File: config.mk
export PLATFORM = sky130hd
export DESIGN_NAME = ccr_jump_encoder
export DESIGN_NICKNAME = d
export VERILOG_FILES = /design/src/rtl/ccr_pkg.sv /design/src/rtl/flags_shadow_stack.sv /design/src/rtl/ccr_jump_encoder.sv
export SDC_FILE = /design/constraint.sdc
export NUM_CORES = 1
export LEC_CHECK = 0
export ABC_CLOCK_PERIOD_IN_PS = 5000
export CORE_UTILIZATION = 45
export DETAILED_ROUTE_END_ITERATION = 10
export PLACE_DENSITY_LB_ADDON = 0.05
export SETUP_SLACK_MARGIN = 0.5
export SYNTH_ARGS = -nofsm -noshare
export SYNTH_HDL_FRONTEND = slang
export SYNTH_SLANG_ARGS = --single-unit
export TNS_END_PERCENT = 50
File: constraint.sdc
create_clock -name i_clk -period 5 [get_ports i_clk]
set_input_delay 1 -clock i_clk [delete_from_list [all_inputs] [get_ports i_clk]]
set_output_delay 1 -clock i_clk [all_outputs]
set_load 0.05 [all_outputs]
File: src/rtl/ccr_pkg.sv
// Shared constants for the condition-code register and jump-code encoder.
// Opcodes, jump codes and flag bit positions.
package ccr_pkg;

  localparam int OPC_BITS = 5;

  localparam logic [OPC_BITS-1:0] OPC_JZ   = 5'h01;
  localparam logic [OPC_BITS-1:0] OPC_JN   = 5'h02;
  localparam logic [OPC_BITS-1:0] OPC_JC   = 5'h03;
  localparam logic [OPC_BITS-1:0] OPC_JMP  = 5'h04;
  localparam logic [OPC_BITS-1:0] OPC_CALL = 5'h05;
  localparam logic [OPC_BITS-1:0] OPC_RET  = 5'h06;
  localparam logic [OPC_BITS-1:0] OPC_INT  = 5'h07;
  localparam logic [OPC_BITS-1:0] OPC_RTI  = 5'h08;
  localparam logic [OPC_BITS-1:0] OPC_SETC = 5'h09;
  localparam logic [OPC_BITS-1:0] OPC_CLRC = 5'h0a;

  localparam logic [2:0] EXC_NONE   = 3'd0;
  localparam logic [2:0] EXC_JZ     = 3'd1;
  localparam logic [2:0] EXC_JN     = 3'd2;
  localparam logic [2:0] EXC_JC     = 3'd3;
  localparam logic [2:0] EXC_UNCOND = 3'd4;

  localparam int FLG_Z = 0;
  localparam int FLG_N = 1;
  localparam int FLG_C = 2;

endpackage

File: src/rtl/flags_shadow_stack.sv
// LIFO of saved {C,N,Z} flags for INT/RTI nesting.
// A simultaneous push and pop replaces the top entry in place.
module flags_shadow_stack
  import ccr_pkg::*;
#(
  parameter int STACK_DEPTH = 2
) (
  input  logic       clk,
  input  logic       rst_n,
  input  logic       push,
  input  logic       pop,
  input  logic [2:0] din,
  output logic [2:0] top,
  output logic       full,
  output logic       empty
);

  localparam int SPW = $clog2(STACK_DEPTH + 1);

  logic [SPW-1:0] sp;
  logic [2:0]     mem [STACK_DEPTH];
  logic           do_pop;
  logic           do_push;
  logic [SPW-1:0] wr_idx;

  assign empty   = (sp == '0);
  assign full    = (sp == SPW'(STACK_DEPTH));
  assign do_pop  = pop & ~empty;
  assign do_push = push & (do_pop | ~full);
  assign wr_idx  = do_pop ? sp - SPW'(1) : sp;

  always_comb begin
    top = '0;
    for (int i = 0; i < STACK_DEPTH; i++) begin
      if (SPW'(i + 1) == sp) top = mem[i];
    end
  end

  always_ff @(posedge clk or negedge rst_n) begin
    if (!rst_n) begin
      sp <= '0;
      for (int i = 0; i < STACK_DEPTH; i++) begin
        mem[i] <= '0;
      end
    end else begin
      for (int i = 0; i < STACK_DEPTH; i++) begin
        if (do_push && SPW'(i) == wr_idx) mem[i] <= din;
      end
      if (do_push && !do_pop) sp <= sp + SPW'(1);
      else if (do_pop && !do_push) sp <= sp - SPW'(1);
    end
  end

endmodule

File: src/rtl/ccr_jump_encoder.sv
// EX-stage jump-code encoder and condition-code register owner.
// Taken conditionals clear their tested flag; INT/RTI save and restore flags.
module ccr_jump_encoder
  import ccr_pkg::*;
#(
  parameter int OPC_W       = 5,
  parameter int STACK_DEPTH = 2
) (
  input  logic             i_clk,
  input  logic             i_rst_n,
  input  logic             i_valid,
  input  logic [OPC_W-1:0] i_opcode,
  input  logic [2:0]       i_alu_flags,
  input  logic [2:0]       i_alu_flags_we,
  input  logic             i_hw_int_save,
  input  logic             i_taken,
  output logic [2:0]       o_ex_code,
  output logic [3:0]       o_flags,
  output logic             o_stk_ovf,
  output logic             o_stk_unf
);

  logic [2:0] ccr;
  logic [2:0] ccr_nxt;
  logic [2:0] stk_top;
  logic       stk_full;
  logic       stk_empty;
  logic       push;
  logic       pop;

  logic is_jz, is_jn, is_jc, is_unc;
  logic is_int, is_rti, is_setc, is_clrc;

  assign is_jz   = i_valid & (i_opcode == OPC_W'(OPC_JZ));
  assign is_jn   = i_valid & (i_opcode == OPC_W'(OPC_JN));
  assign is_jc   = i_valid & (i_opcode == OPC_W'(OPC_JC));
  assign is_int  = i_valid & (i_opcode == OPC_W'(OPC_INT));
  assign is_rti  = i_valid & (i_opcode == OPC_W'(OPC_RTI));
  assign is_setc = i_valid & (i_opcode == OPC_W'(OPC_SETC));
  assign is_clrc = i_valid & (i_opcode == OPC_W'(OPC_CLRC));
  assign is_unc  = i_valid & ((i_opcode == OPC_W'(OPC_JMP))
                 | (i_opcode == OPC_W'(OPC_CALL))
                 | (i_opcode == OPC_W'(OPC_RET))
                 | (i_opcode == OPC_W'(OPC_INT))
                 | (i_opcode == OPC_W'(OPC_RTI)));

  always_comb begin
    o_ex_code = EXC_NONE;
    unique case (1'b1)
      is_jz:   o_ex_code = EXC_JZ;
      is_jn:   o_ex_code = EXC_JN;
      is_jc:   o_ex_code = EXC_JC;
      is_unc:  o_ex_code = EXC_UNCOND;
      default: o_ex_code = EXC_NONE;
    endcase
  end

  assign push = is_int | i_hw_int_save;
  assign pop  = is_rti;

  // Lowest priority first so later assignments override earlier ones.
  always_comb begin
    ccr_nxt = ccr;
    if (i_valid) begin
      ccr_nxt = (ccr & ~i_alu_flags_we) | (i_alu_flags & i_alu_flags_we);
      if (is_setc) ccr_nxt[FLG_C] = 1'b1;
      if (is_clrc) ccr_nxt[FLG_C] = 1'b0;
      if (i_taken) begin
        unique case (1'b1)
          is_jz:   ccr_nxt[FLG_Z] = 1'b0;
          is_jn:   ccr_nxt[FLG_N] = 1'b0;
          is_jc:   ccr_nxt[FLG_C] = 1'b0;
          default: ;
        endcase
      end
      if (is_rti) ccr_nxt = stk_empty ? ccr : stk_top;
    end
  end

  always_ff @(posedge i_clk or negedge i_rst_n) begin
    if (!i_rst_n) begin
      ccr       <= '0;
      o_stk_ovf <= 1'b0;
      o_stk_unf <= 1'b0;
    end else begin
      ccr <= ccr_nxt;
      if (push && stk_full && !pop) o_stk_ovf <= 1'b1;
      if (pop && stk_empty) o_stk_unf <= 1'b1;
    end
  end

  assign o_flags = {1'b0, ccr};

  flags_shadow_stack #(
    .STACK_DEPTH(STACK_DEPTH)
  ) u_stack (
    .clk   (i_clk),
    .rst_n (i_rst_n),
    .push  (push),
    .pop   (pop),
    .din   (ccr),
    .top   (stk_top),
    .full  (stk_full),
    .empty (stk_empty)
  );

endmodule
==> summary.txt, run 1 <==
Run status
  – Outcome: finished clean

Power and ir drop
  – Peak supply drop: 0.288 mV
  – Cell Pwr Density: 399 mW/mm²
  – Leak: 0.467 nW
  – Overall Power: 0.000459 W

Detailed routing
  – DRT iter0 DRCs: 23
  – DRT Pass-1 Iters: 4
  – Post-DRT Antenna Nets: 0
  – Total Wirelength: 1910 µm
  – DRC viols: 0
  – Wirelength per Cell: 13.7 µm
  – Vias: 777
  – Via/cell ratio: 5.59

Critical path
  – Critical path type: input pin to primary output
  – Arrival @ worst endpoint: 3040 ps
  – CP endpoint kind: primary output
  – Most used cell along the critical path: clkdlybuf4s50_1
  – WP data required: 4000 ps
  – Crit path launch type: input pin
  – Setup slack, reg-to-reg: 2750 ps
  – CP top delay family: buffers and inverters
  – CP max stage delay: 820 ps
  – Cell Chain, Critical Path: clkdlybuf4s50_1, nor2b_1, a21oi_1, nor3_1, clkdlybuf4s50_1
  – Crit path buf inv count: 2
  – CP Max Fanout: 7
  – CP max-delay cell: clkdlybuf4s50_1

Floorplanning
  – DIE WIDTH: 46.2 µm
  – Die area: 0.00214 mm²
  – Core area: 0.00178 mm²
  – Initial Util: 49.3%
  – Row count: 15
  – Ports: 25
  – Chip height: 46.2 µm

CTS
  – H-tree levels: 1
  – CTS tree: yes
  – Root buffer selected by CTS: clkbuf_4
  – Num CTS Buffers: 3
  – Clk_lat worst skew: 270 ps
  – CTS Hold Bufs: 0
  – Clk sinks: 13
  – Setup Fix Bufs, Post-CTS: 0
  – Clk pin slew, worst setup/hold paths: 80 ps
  – Post-cts resize count: 0
  – Clk buf depth: 2

Logic synthesis
  – Post-synth EDFFs: 0
  – Main synth FF type: dfrtp_1
  – Post-synth ARST share: 100%
  – #FFs+latches synth: 13
  – Syn_nets: 110
  – Syn Std Cell Area: 880 µm²
  – Syn avg cell area: 9.77 µm²
  – Distinct cell type count after synthesis: 41
  – Synthesis warning total: 0
  – Cells after Synth: 90
  – Sequential share of the synthesized area: 37.0%

Finish
  – Area grow syn2layout: 30.7%
  – Final Net Count: 135
  – Post-route insts no fill: 139
  – Core Util, Final: 64.5%
  – Commonest non-fill, non-tap cell in the layout: clkdlybuf4s50_1
  – Highest-count cells in the layout ignoring fill and taps: clkdlybuf4s50_1, dfrtp_1, inv_1, nor2b_1, mux2_1
  – Share of post-route cells with drive strength above 1: 7.89%
  – N_diodes: 0

GRT
  – Largest net degree at the start of global routing: 14
  – Total GRT Usage: 20.6%
  – Initial antenna violation count: 0
  – GRT overflow: 0
  – Vias in the first global route: 732
  – First-pass GRT wire length: 3100 µm

Timing
  – Final Max Tran Viols: 0
  – Post-route setup TNS: 0 ps
  – RSZ-0062 raised after global routing: false
  – Maximum clock rate: 248 MHz
  – Minimum clock period: 4040 ps
  – Final period utilization: 80.7%
  – Skew final: 0.364 ps
  – Slew of the pin with the lowest slew margin: 571 ps
  – Setup-failing EPs final: 0
  – Final hold vios: 0
  – Setup ws final: 963 ps
  – Max-Slew Margin vs Limit: 61.8%

Place
  – Global placement routability congestion: 0.850
  – Post-DP HPWL: 1510 µm
  – # port buffers: 23
  – Inst Count DP: 135
  – Post-place setup slack: 980 ps

Run
  – Max Cap Violations: 0

Worst hold path
  – Hold WC Path Type: flop to flop
[kinds of logic after synthesis]
family / Yosys count / synth area share [%]
DFF: 13 / 37.0
buffers and inverters: 10 / 5.12
muxes: 6 / 7.68
AOI/OAI and AO/OA: 27 / 22.6
other: 1 / 0.426
and+or+nand+nor: 27 / 19.5
adders and majority gates: 4 / 5.69
xor gates and xnor gates: 2 / 1.99
[sequential cells by signal, indices dropped and copies added, names as in the netlist]
name and count:
u_stack.mem 6, ccr 3, o_stk_ovf 1, u_stack.sp 2, o_stk_unf 1
[synth_stat cells (2+ instances only)]
cell	number	area share, %
a21oi_1	4	2.3
a22oi_1	2	1.7
buf_4	2	1.7
dfrtp_1	13	37
ha_1	4	5.7
inv_1	7	3.0
mux2_1	6	7.7
nand2_1	5	2.1
nor2_1	3	1.3
nor2b_1	7	5.0
nor3_1	3	1.7
o21a_1	2	1.7
o21ai_0	3	1.7
o22ai_1	2	1.4
[metal layers]
layer / vias to the layer above / global-route usage [%] / routed length, µm
li1: 380 / - / -
met1: 367 / 25.1 / 897
met2: 28 / 35.5 / 890
met3: 2 / 6.27 / 113
met4: 0 / 4.71 / 7
met5: - / 0 / 0
[area by class of cell]
class	count	area [µm²]
timing repair buffer	23	230
sequential	13	325
inverter	7	26.3
tap	25	31.3
fill	165	633
clock inverter	1	5.00
multi-input combinational	67	509
clock buffer	3	22.5
[report_power, final]
group | switching (W) | leakage (nW) | internal [W]
registers | 0.0000281 | 0.150 | 0.000145
clock network | 0.0000326 | 0.0177 | 0.0000296
logic | 0.000124 | 0.299 | 0.0000993
[worst register-to-register path, stage by stage (launching register included)]
cell and delay (ps):
dfrtp_1 430, inv_1 120, ha_1 290, or3b_2 510, o211a_1 240, o21ai_2 200
mux2_1 350
[metrics by stage]
step	hold WS, ps	area, µm²
6_report	462	1150
3_5_place_dp	450	1120
5_1_grt	491	1150
2_1_floorplan	459	880
3_3_place_gp	442	1120
4_1_cts	466	1150
[final timing paths]
path                                     from              to  cells past startpoint
worst max-delay path              i_opcode[3]    o_ex_code[2]                      5
worst min-delay path                o_stk_unf       o_stk_unf                      1
worst max register to register  u_stack.sp[0]  u_stack.mem[5]                      6
worst min register to register      o_stk_unf       o_stk_unf                      1
max in group asynchronous             i_rst_n  u_stack.mem[0]                      1
min in group asynchronous             i_rst_n       o_stk_unf                      1
(Power assumes the default switching activity.)
==> run 2, diff against run 1 <==
- ABC_CLOCK_PERIOD_IN_PS: 5000 -> 3650
- CORE_UTILIZATION: 45 -> 42
- clock period: 5 -> 3.65 ns (I/O delays scaled with it)
==> summary.txt, run 2 (same netlist as run 1, synthesis figures left out) <==
CTS
  – CTS tree: yes (unchanged)
  – Clk pin slew, worst setup/hold paths: 70 ps (was 80 ps)
  – CTS Hold Bufs: 0 (unchanged)
  – Clk buf depth: 2 (unchanged)
  – Root buffer selected by CTS: clkbuf_4 (unchanged)
  – Clk sinks: 13 (unchanged)
  – H-tree levels: 1 (unchanged)
  – Setup Fix Bufs, Post-CTS: 0 (unchanged)
  – Post-cts resize count: 0 (unchanged)
  – Clk_lat worst skew: 270 ps (about the same)
  – Num CTS Buffers: 3 (unchanged)

Timing
  – Maximum clock rate: 346 MHz
  – Setup-failing EPs final: 0 (unchanged)
  – Final Max Tran Viols: 0 (unchanged)
  – Final period utilization: 79.2%
  – Slew of the pin with the lowest slew margin: 566 ps (was 571 ps)
  – Minimum clock period: 2890 ps
  – Max-Slew Margin vs Limit: 62.1% (was 61.8%)
  – Final hold vios: 0 (unchanged)
  – RSZ-0062 raised after global routing: false (unchanged)
  – Skew final: 1.59 ps (was 0.364 ps)
  – Post-route setup TNS: 0 ps (unchanged)

Place
  – Inst Count DP: 137 (was 135)
  – Global placement routability congestion: 0.888 (was 0.850)
  – Post-DP HPWL: 1580 µm (was 1510 µm)
  – # port buffers: 23 (unchanged)

Critical path
  – WP data required: 2920 ps (was 4000 ps)
  – Crit path capture: o_ex_code[2] (unchanged)
  – RR Endpoint: u_stack.mem[5] (unchanged)
  – Setup slack, reg-to-reg: 1390 ps (was 2750 ps)
  – CP endpoint kind: primary output (unchanged)
  – Arrival @ worst endpoint: 2160 ps (was 3040 ps)
  – CP Max Fanout: 7 (unchanged)
  – Critical path type: input pin to primary output (unchanged)
  – Reg2Reg Depth: 6 (unchanged)
  – Setup crit start: i_opcode[3] (unchanged)
  – Crit path launch type: input pin (unchanged)
  – Reg-to-reg startpoint: u_stack.sp[0] (unchanged)

Detailed routing
  – Total Wirelength: 1960 µm (was 1910 µm)
  – Wirelength per Cell: 13.9 µm (was 13.7 µm)
  – Vias: 782 (was 777)
  – Post-DRT Antenna Nets: 0 (unchanged)
  – DRT iter0 DRCs: 10 (was 23)
  – DRC viols: 0 (unchanged)
  – Via/cell ratio: 5.55 (was 5.59)
  – DRT Pass-1 Iters: 4 (unchanged)

Power and ir drop
  – Psw: 0.000252 W (was 0.000185 W)
  – Int Power: 0.000375 W (was 0.000274 W)
  – Clock power frac: 13.5% (was 13.6%)
  – Reg power frac: 37.8% (about the same)
  – Leak: 0.473 nW (was 0.467 nW)
  – Peak supply drop: 0.379 mV (was 0.288 mV)
  – Cell Pwr Density: 548 mW/mm² (was 399 mW/mm²)
  – Logic pwr share: 48.7% (about the same)
  – Sw Share: 40.1% (was 40.3%)

Floorplanning
  – DIE WIDTH: 47.8 µm (was 46.2 µm)
  – Core area: 0.00196 mm² (was 0.00178 mm²)
  – Ports: 25 (unchanged)
  – Chip height: 47.8 µm (was 46.2 µm)
  – Row count: 16 (was 15)
  – Die area: 0.00228 mm² (was 0.00214 mm²)
  – Initial Util: 44.8% (was 49.3%)

Finish
  – Regs by FF count: u_stack.mem (6), ccr (3), u_stack.sp (2) (unchanged)
  – Most flops, register: u_stack.mem (unchanged)
  – Area grow syn2layout: 30.2% (was 30.7%)
  – Core Util, Final: 58.4% (was 64.5%)
  – N_diodes: 0 (unchanged)
  – Post-route insts no fill: 141 (was 139)
  – Highest-count cells in the layout ignoring fill and taps: clkdlybuf4s50_1, dfrtp_1, inv_1, nor2b_1, mux2_1 (unchanged)
  – Max reg flops: 6 (unchanged)
  – Share of post-route cells with drive strength above 1: 10.5% (was 7.89%)
  – Commonest non-fill, non-tap cell in the layout: clkdlybuf4s50_1 (unchanged)
  – Final Net Count: 135 (unchanged)

GRT
  – GRT overflow: 0 (unchanged)
  – Initial antenna violation count: 0 (unchanged)
  – Vias in the first global route: 676 (was 732)
  – Total GRT Usage: 19.1% (was 20.6%)
  – Largest net degree at the start of global routing: 14 (unchanged)
  – First-pass GRT wire length: 3010 µm (was 3100 µm)

Run
  – Max Cap Violations: 0 (unchanged)

Run status
  – Outcome: finished clean (unchanged)

Worst hold path
  – Hold Path Depth: 1 (unchanged)
  – Hold WC Path Type: flop to flop (unchanged)
==> run 2: cell types whose count changed in the layout (fill, tap and decap cells not counted) <==
| cell | delta |
|---|---|
| buf_4 | +3 |
| clkdlybuf4s50_1 | -3 |
==> run 2: how the worst min path moves through the flow <==
| stage | from | endpoint | slack (ps) |
|---|---|---|---|
| after floorplan | i_rst_n | ccr[0] | 430 |
| after detailed placement | o_stk_unf | o_stk_unf | 450 |
| after global routing | o_stk_ovf | o_stk_ovf | 500 |
| final | o_stk_unf | o_stk_unf | 460 |
| after global placement | o_stk_unf | o_stk_unf | 440 |
| after CTS | o_stk_unf | o_stk_unf | 470 |
==> run 2: routing by layer <==
metal / vias up / GRT usage (%) / part of all wire [%]
li1: 381 / - / -
met1: 377 / 25.6 / 48
met2: 22 / 31.1 / 47
met3: 2 / 5.66 / 5.0
met4: 0 / 3.33 / 0.36
met5: - / 0 / 0
==> run 2: final cells by class <==
type | count | area, µm²
Fill cell | 194 | 817
Multi-Input combinational cell | 67 | 509
Sequential cell | 13 | 325
Timing Repair Buffer | 23 | 223
Tap cell | 27 | 33.8
Inverter | 7 | 26.3
Clock buffer | 3 | 22.5
Clock inverter | 1 | 5.00
==> run 2: worst max-delay path, stage by stage <==
cell             delay [ps]
clkdlybuf4s50_1         590
nor2b_1                 340
a21oi_1                 120
nor3_1                  150
buf_4                   230
==> run 2: through the flow <==
step                      worst slack, ps  hold WS [ps]  total power (W)  instance area, µm²
after floorplan                       631           434         0.000453                 880
after detailed placement              753           454         0.000549                1120
after global placement                749           443         0.000541                1120
after global routing                  638           496         0.000683                1140
after CTS                             747           470         0.000637                1140
final                                 760           460         0.000627                1140
==> run 2: power by group through the flow <==
| stage | logic (W) | clock network (W) | registers [W] |
|---|---|---|---|
| after CTS | 0.000309 | 0.0000902 | 0.000238 |
| after floorplan | 0.000185 | 0 | 0.000268 |
| after detailed placement | 0.000308 | 0 | 0.000241 |
| final | 0.000305 | 0.0000847 | 0.000237 |
| after global routing | 0.000339 | 0.0000979 | 0.000246 |
| after global placement | 0.000304 | 0 | 0.000237 |
==> edit 1, RTL diff (config.mk and constraints of run 2) <==
`STACK_DEPTH` is set to 2 in 2 places; all go to 1.
--- a/src/rtl/flags_shadow_stack.sv
+++ b/src/rtl/flags_shadow_stack.sv
@@ -3,7 +3,7 @@
 module flags_shadow_stack
   import ccr_pkg::*;
 #(
-  parameter int STACK_DEPTH = 2
+  parameter int STACK_DEPTH = 1
 ) (
   input  logic       clk,
   input  logic       rst_n,
--- a/src/rtl/ccr_jump_encoder.sv
+++ b/src/rtl/ccr_jump_encoder.sv
@@ -4,7 +4,7 @@
   import ccr_pkg::*;
 #(
   parameter int OPC_W       = 5,
-  parameter int STACK_DEPTH = 2
+  parameter int STACK_DEPTH = 1
 ) (
   input  logic             i_clk,
   input  logic             i_rst_n,
Function: changed (a bounded check fails within 4 cycles, from zero or initial values and one cycle with i_rst_n low).
==> edit 1 against run 2 <==
Area after synthesis decreased by 28%. Die area decreased by 27%. Cell area decreased by 23%. Register-to-register slack improved by 990 ps. Maximum frequency decreased by 4.4%. Setup slack got worse by 130 ps. Total power decreased by 36%. First-iteration DRC count increased by 90%. Non-clock buffer count unchanged. Routed wire length decreased by 33%. Sequential share of layout area decreased by 3.0 points. Sequential power decreased by 33%. Sequential cell count decreased by 4. Critical path type unchanged. Largest cell class unchanged.
==> edit 1: results (changes against run 2) <==
place:
  dpl.cell_count: 97  # -29%
  post-place-ws_ps: 606  # -147 ps
  gp_congestion: 0.740  # -17%
  place_area_um2: 860  # -23%
  io_buffers: 23  # unchanged
yosys:
  synth_common_cells: "dfrtp_1, inv_1, nand2_1"
  synth_seq_area_share_pct: 35.8  # -1.2 points
  ys_types: 35  # -15%
  synthArstFlopShare_pct: 100  # unchanged
  synth_nets: 79  # -28%
  synth_xor_area_share_pct: 1.39  # -0.60 points
  synth_mux_area_share_pct: 10.5  # +2.9 points
  ys_warn_count: 0  # unchanged
  syn_inst: 62  # -31%
  synth_fa_ha_area_share_pct: 1.99  # -3.7 points
  yosys-top-cells-area: "dfrtp_1, mux2_4, o2bb2ai_4, inv_1, nand2_1"
  synth_compound_area_share_pct: 20.3  # -2.3 points
clock_tree:
  htree_levels: 1  # unchanged
  cts.path.max_buffers: 2  # unchanged
  clk_pin_slew_ps: 60
  clkLatencyLatePin_ps: 260
  root_buffer: "clkbuf_4"
  numCtsBuffers: 3  # unchanged
  cts_setup_buffers: 0  # unchanged
hold_path:
  min_to: "o_stk_unf"
  whs_path_depth: 1  # unchanged
  hold_path_class: "flip-flop to flip-flop"
  hold_start: "o_stk_unf"
sta:
  worstMarginPinSlew_ps: 536  # -30.1 ps
  fin_skew_ps: 2.67  # +1.07 ps
grt:
  grt_first_pass_wirelength_mm: 1.96  # -35%
  grt_max_degree: 10  # -4
  track_usage_pct: 19.1  # -0.028 points
  antenna_found_initial: 0  # unchanged
  grt_pass1_vias: 469  # -31%
outcome:
  outcome: "completed"
drt:
  drt-pass1-iter-count: 4  # unchanged
  routedWlPerCell_um: 13.1  # -6.0%
  first_iter_violations: 19  # +9
  wl_mm: 1.32  # -33%
  dr_total_vias: 553  # -29%
final_layout:
  diodes: 0  # unchanged
  drive_gt1_share_pct: 17.4  # +6.9 points
  reg_top3: "ccr (3), u_stack.mem (3)"
  fin_nets: 104  # -23%
setup_path:
  critPathMaxFanout: 7  # unchanged
  worst-r2r-setup-slack_ps: 2380  # +990 ps
  r2r-end: "ccr[0]"
  r2r_start: "u_stack.full"
  cp.arrival_ps: 2290  # +130 ps
  ff2ff_path_depth: 4  # -2
power:
  ir_drop_mv: 0.469  # +24%
  p_leak_nw: 0.375  # -21%
[edit 1: critical path: stages]
cell and delay [ps]:
clkdlybuf4s50_1 570, nor3b_4 340, and3_2 320, or2_1 180, buf_12 140
[edit 1: cell type report]
class	instances	area, µm²
Inverter	7	26.3
Sequential cell	9	225
Timing Repair Buffer	23	235
Clock buffer	4	26.3
Fill cell	112	463
Multi-Input combinational cell	43	355
Tap cell	15	18.8
[edit 1: worst max path at each step]
stage | start | end | slack [ps] | cells past startpoint
after global routing | i_valid | o_ex_code[1] | 510 | 4
after detailed placement | i_opcode[0] | o_ex_code[2] | 610 | 5
after CTS | i_opcode[0] | o_ex_code[2] | 590 | 5
final | i_opcode[0] | o_ex_code[2] | 630 | 5
after floorplan | i_valid | o_ex_code[0] | 1170 | 3
after global placement | i_opcode[0] | o_ex_code[2] | 620 | 5
[edit 1: cells by family after synthesis]
| family | after synthesis |
|---|---|
| AO/OA/AOI/OAI | 14 |
| XOR/XNOR | 1 |
| adder cells (fa/ha/maj) | 1 |
| buffers and inverters | 10 |
| flip-flops | 9 |
| multiplexers | 5 |
| other | 1 |
| AND/OR/NAND/NOR | 21 |
[edit 1: what timing repair did]
| action | 4_1_cts | 5_1_grt |
|---|---|---|
| endpoints found under the hold margin | 0 | 0 |
| setup endpoints to repair | 0 | 2 |
| hold buffers | 0 | 0 |
| gates resized for setup | 0 | 1 |
[edit 1: per-stage QoR]
stage | util [%] | hold slack (ps)
after global placement | 63.7 | 462
after floorplan | - | 434
after CTS | 65.6 | 488
final | 65.7 | 474
after global routing | 65.7 | 500
after detailed placement | 63.7 | 471
[edit 1: report_power, final]
group,internal [mW],total [mW],leakage [nW],switching (mW)
logic,0.0829,0.169,0.258,0.0865
registers,0.132,0.159,0.102,0.0267
clock network,0.0421,0.0762,0.0150,0.0341
total,0.257,0.404,0.375,0.147
[edit 1: routing by layer]
| metal | wire length [µm] | global-route usage [%] | vias up |
|---|---|---|---|
| li1 | - | - | 270 |
| met1 | 652 | 25.1 | 265 |
| met2 | 584 | 27.4 | 16 |
| met3 | 76 | 8.15 | 2 |
| met4 | 8 | 7.50 | 0 |
| met5 | 0 | 0 | - |
==> edit 2, RTL diff (flow settings as in run 2) <==
Made on the original files. Put a register stage on the output `o_flags`, with the module's reset. The value now appears one clock later. The other outputs are not delayed to match.
--- a/src/rtl/ccr_jump_encoder.sv
+++ b/src/rtl/ccr_jump_encoder.sv
@@ -89,7 +89,13 @@
     end
   end
 
-  assign o_flags = {1'b0, ccr};
+  always_ff @(posedge i_clk or negedge i_rst_n) begin
+    if (!i_rst_n) begin
+      o_flags <= '0;
+    end else begin
+      o_flags <= {1'b0, ccr};
+    end
+  end
 
   flags_shadow_stack #(
     .STACK_DEPTH(STACK_DEPTH)
Function: changed (Yosys sat finds a counterexample within 4 cycles, from zero or initial values and one cycle with i_rst_n low).
==> edit 2 against run 2 <==
Sequential cell count up 3. Final cell count up 2.1%. Sequential share of layout area up 3.2 points. Total power up 13%. Critical path depth down 1. Cell area up 11%. Area after synthesis up 9.4%. Routed wire length up 8.2%. Setup slack worse by 190 ps. Die area up 9.0%. Synthesized cell count up 3.3%. Critical endpoint unchanged.
==> edit 2: results (changes against run 2) <==
final_layout:
  reg_top3: "u_stack.mem (6), ccr (3), o_flags (3)"
  nFillCells: 185  # -4.6%
  fin_cells: 144  # +2.1%
  drive_gt1_share_pct: 20.5  # +10 points
  diodes: 0  # unchanged
power:
  p_leak_nw: 0.508  # +7.4%
  ir_drop_mv: 0.446  # +18%
grt:
  grt_pass1_vias: 788  # +17%
  antenna_found_initial: 0  # unchanged
  grt_first_pass_wirelength_mm: 3.75  # +25%
  track_usage_pct: 20.0  # +0.86 points
  grt_max_degree: 17  # +3
drt:
  wl_mm: 2.12  # +8.2%
  viasPerCell: 5.63  # +1.5%
  first_iter_violations: 18  # +8
  drt-pass1-iter-count: 4  # unchanged
yosys:
  syn_inst: 93  # +3.3%
  yosys-top-cells-area: "dfrtp_1, mux2_2, ha_1, a21oi_1, nand2b_1"
  ys.flop_type: "dfrtp_1"
  synth_nets: 113  # +2.7%
  synthArstFlopShare_pct: 100  # unchanged
  ys_warn_count: 0  # unchanged
  ys_types: 36  # -12%
  synth_seq_area_share_pct: 41.6  # +4.6 points
  synth_common_cells: "dfrtp_1, mux2_2, inv_1, nor2_1, a21oi_1"
clock_tree:
  htree_levels: 1  # unchanged
  cts.path.max_buffers: 2  # unchanged
  numCtsBuffers: 3  # unchanged
  clk_pin_slew_ps: 90  # +20 ps
  clkLatencyLatePin_ps: 280
  root_buffer: "clkbuf_4"
  cts_setup_buffers: 0  # unchanged
setup_path:
  critPathMaxFanout: 8  # +1
  r2r_start: "u_stack.sp[0]"
  cp.arrival_ps: 2350  # +190 ps
  crit_start: "i_opcode[0]"
place:
  io_buffers: 23  # unchanged
  place_area_um2: 1230  # +9.7%
  gp_congestion: 0.845  # -4.8%
  post-place-ws_ps: 491  # -262 ps
  dpl.hpwl_mm: 1.67  # +6.0%
sta:
  fin_skew_ps: 1.24  # -0.356 ps
  slew_headroom_pct: 52.7  # -9.4 points
  final_max_slew_viol_count: 0  # unchanged
hold_path:
  hold_start: "ccr[1]"
  hold_path_class: "flip-flop to flip-flop"
outcome:
  outcome: "completed"
-- edit 2: power by group --
group | internal (mW) | switching (mW)
sequential | 0.238 | 0.0438
combinational | 0.148 | 0.167
clock | 0.0607 | 0.0536
total | 0.446 | 0.265
-- edit 2: per-layer routing --
layer  vias up  global-route usage, %  share of wire [%]
met5         -                      0                  0
met1       384                   27.6                 46
met4         0                   7.14               0.66
met3         2                   4.63                7.4
li1        393                      -                  -
met2        32                   30.4                 46
-- edit 2: layout make-up --
class	instances	area [µm²]	area share, %
multi-input cells	68	526	41.5
flip-flops and latches	16	400	31.6
repair buffers	23	248	19.6
clock buffers	4	36.3	2.87
well taps	27	33.8	2.67
inverters	6	22.5	1.78
-- edit 2: what timing repair did --
item,4_1_cts,5_1_grt
endpoints found under the hold margin,0,0
setup endpoints to repair,1,0
resized for setup,1,0
-- edit 2: critical path, cell delays in order --
cell and delay, ps:
clkdlybuf4s50_1 520, or4b_1 700, a21oi_2 240, buf_12 160
-- edit 2: path summary, 6_finish.rpt --
check                      cells past startpoint  slack (ps)             end
setup / recovery                               4         570    o_ex_code[2]
hold / removal                                 0         450      o_flags[1]
setup reg to reg                               6        1530  u_stack.mem[5]
hold reg to reg                                0         450      o_flags[1]
max in group asynchronous                      1        2340  u_stack.mem[5]
min in group asynchronous                      1         870          ccr[0]
-- edit 2: cells by family (layout without fill, tap and decap cells) --
family | Yosys count | after routing | synth area share [%]
AO/OA/AOI/OAI | 25 | 25 | 19.2
XOR/XNOR | 2 | 2 | 1.82
adder cells (fa/ha/maj) | 4 | 4 | 5.20
buffers and inverters | 9 | 33 | 4.16
flip-flops | 16 | 16 | 41.6
multiplexers | 8 | 8 | 9.36
other | 1 | 1 | 0.390
AND/OR/NAND/NOR | 28 | 28 | 18.2
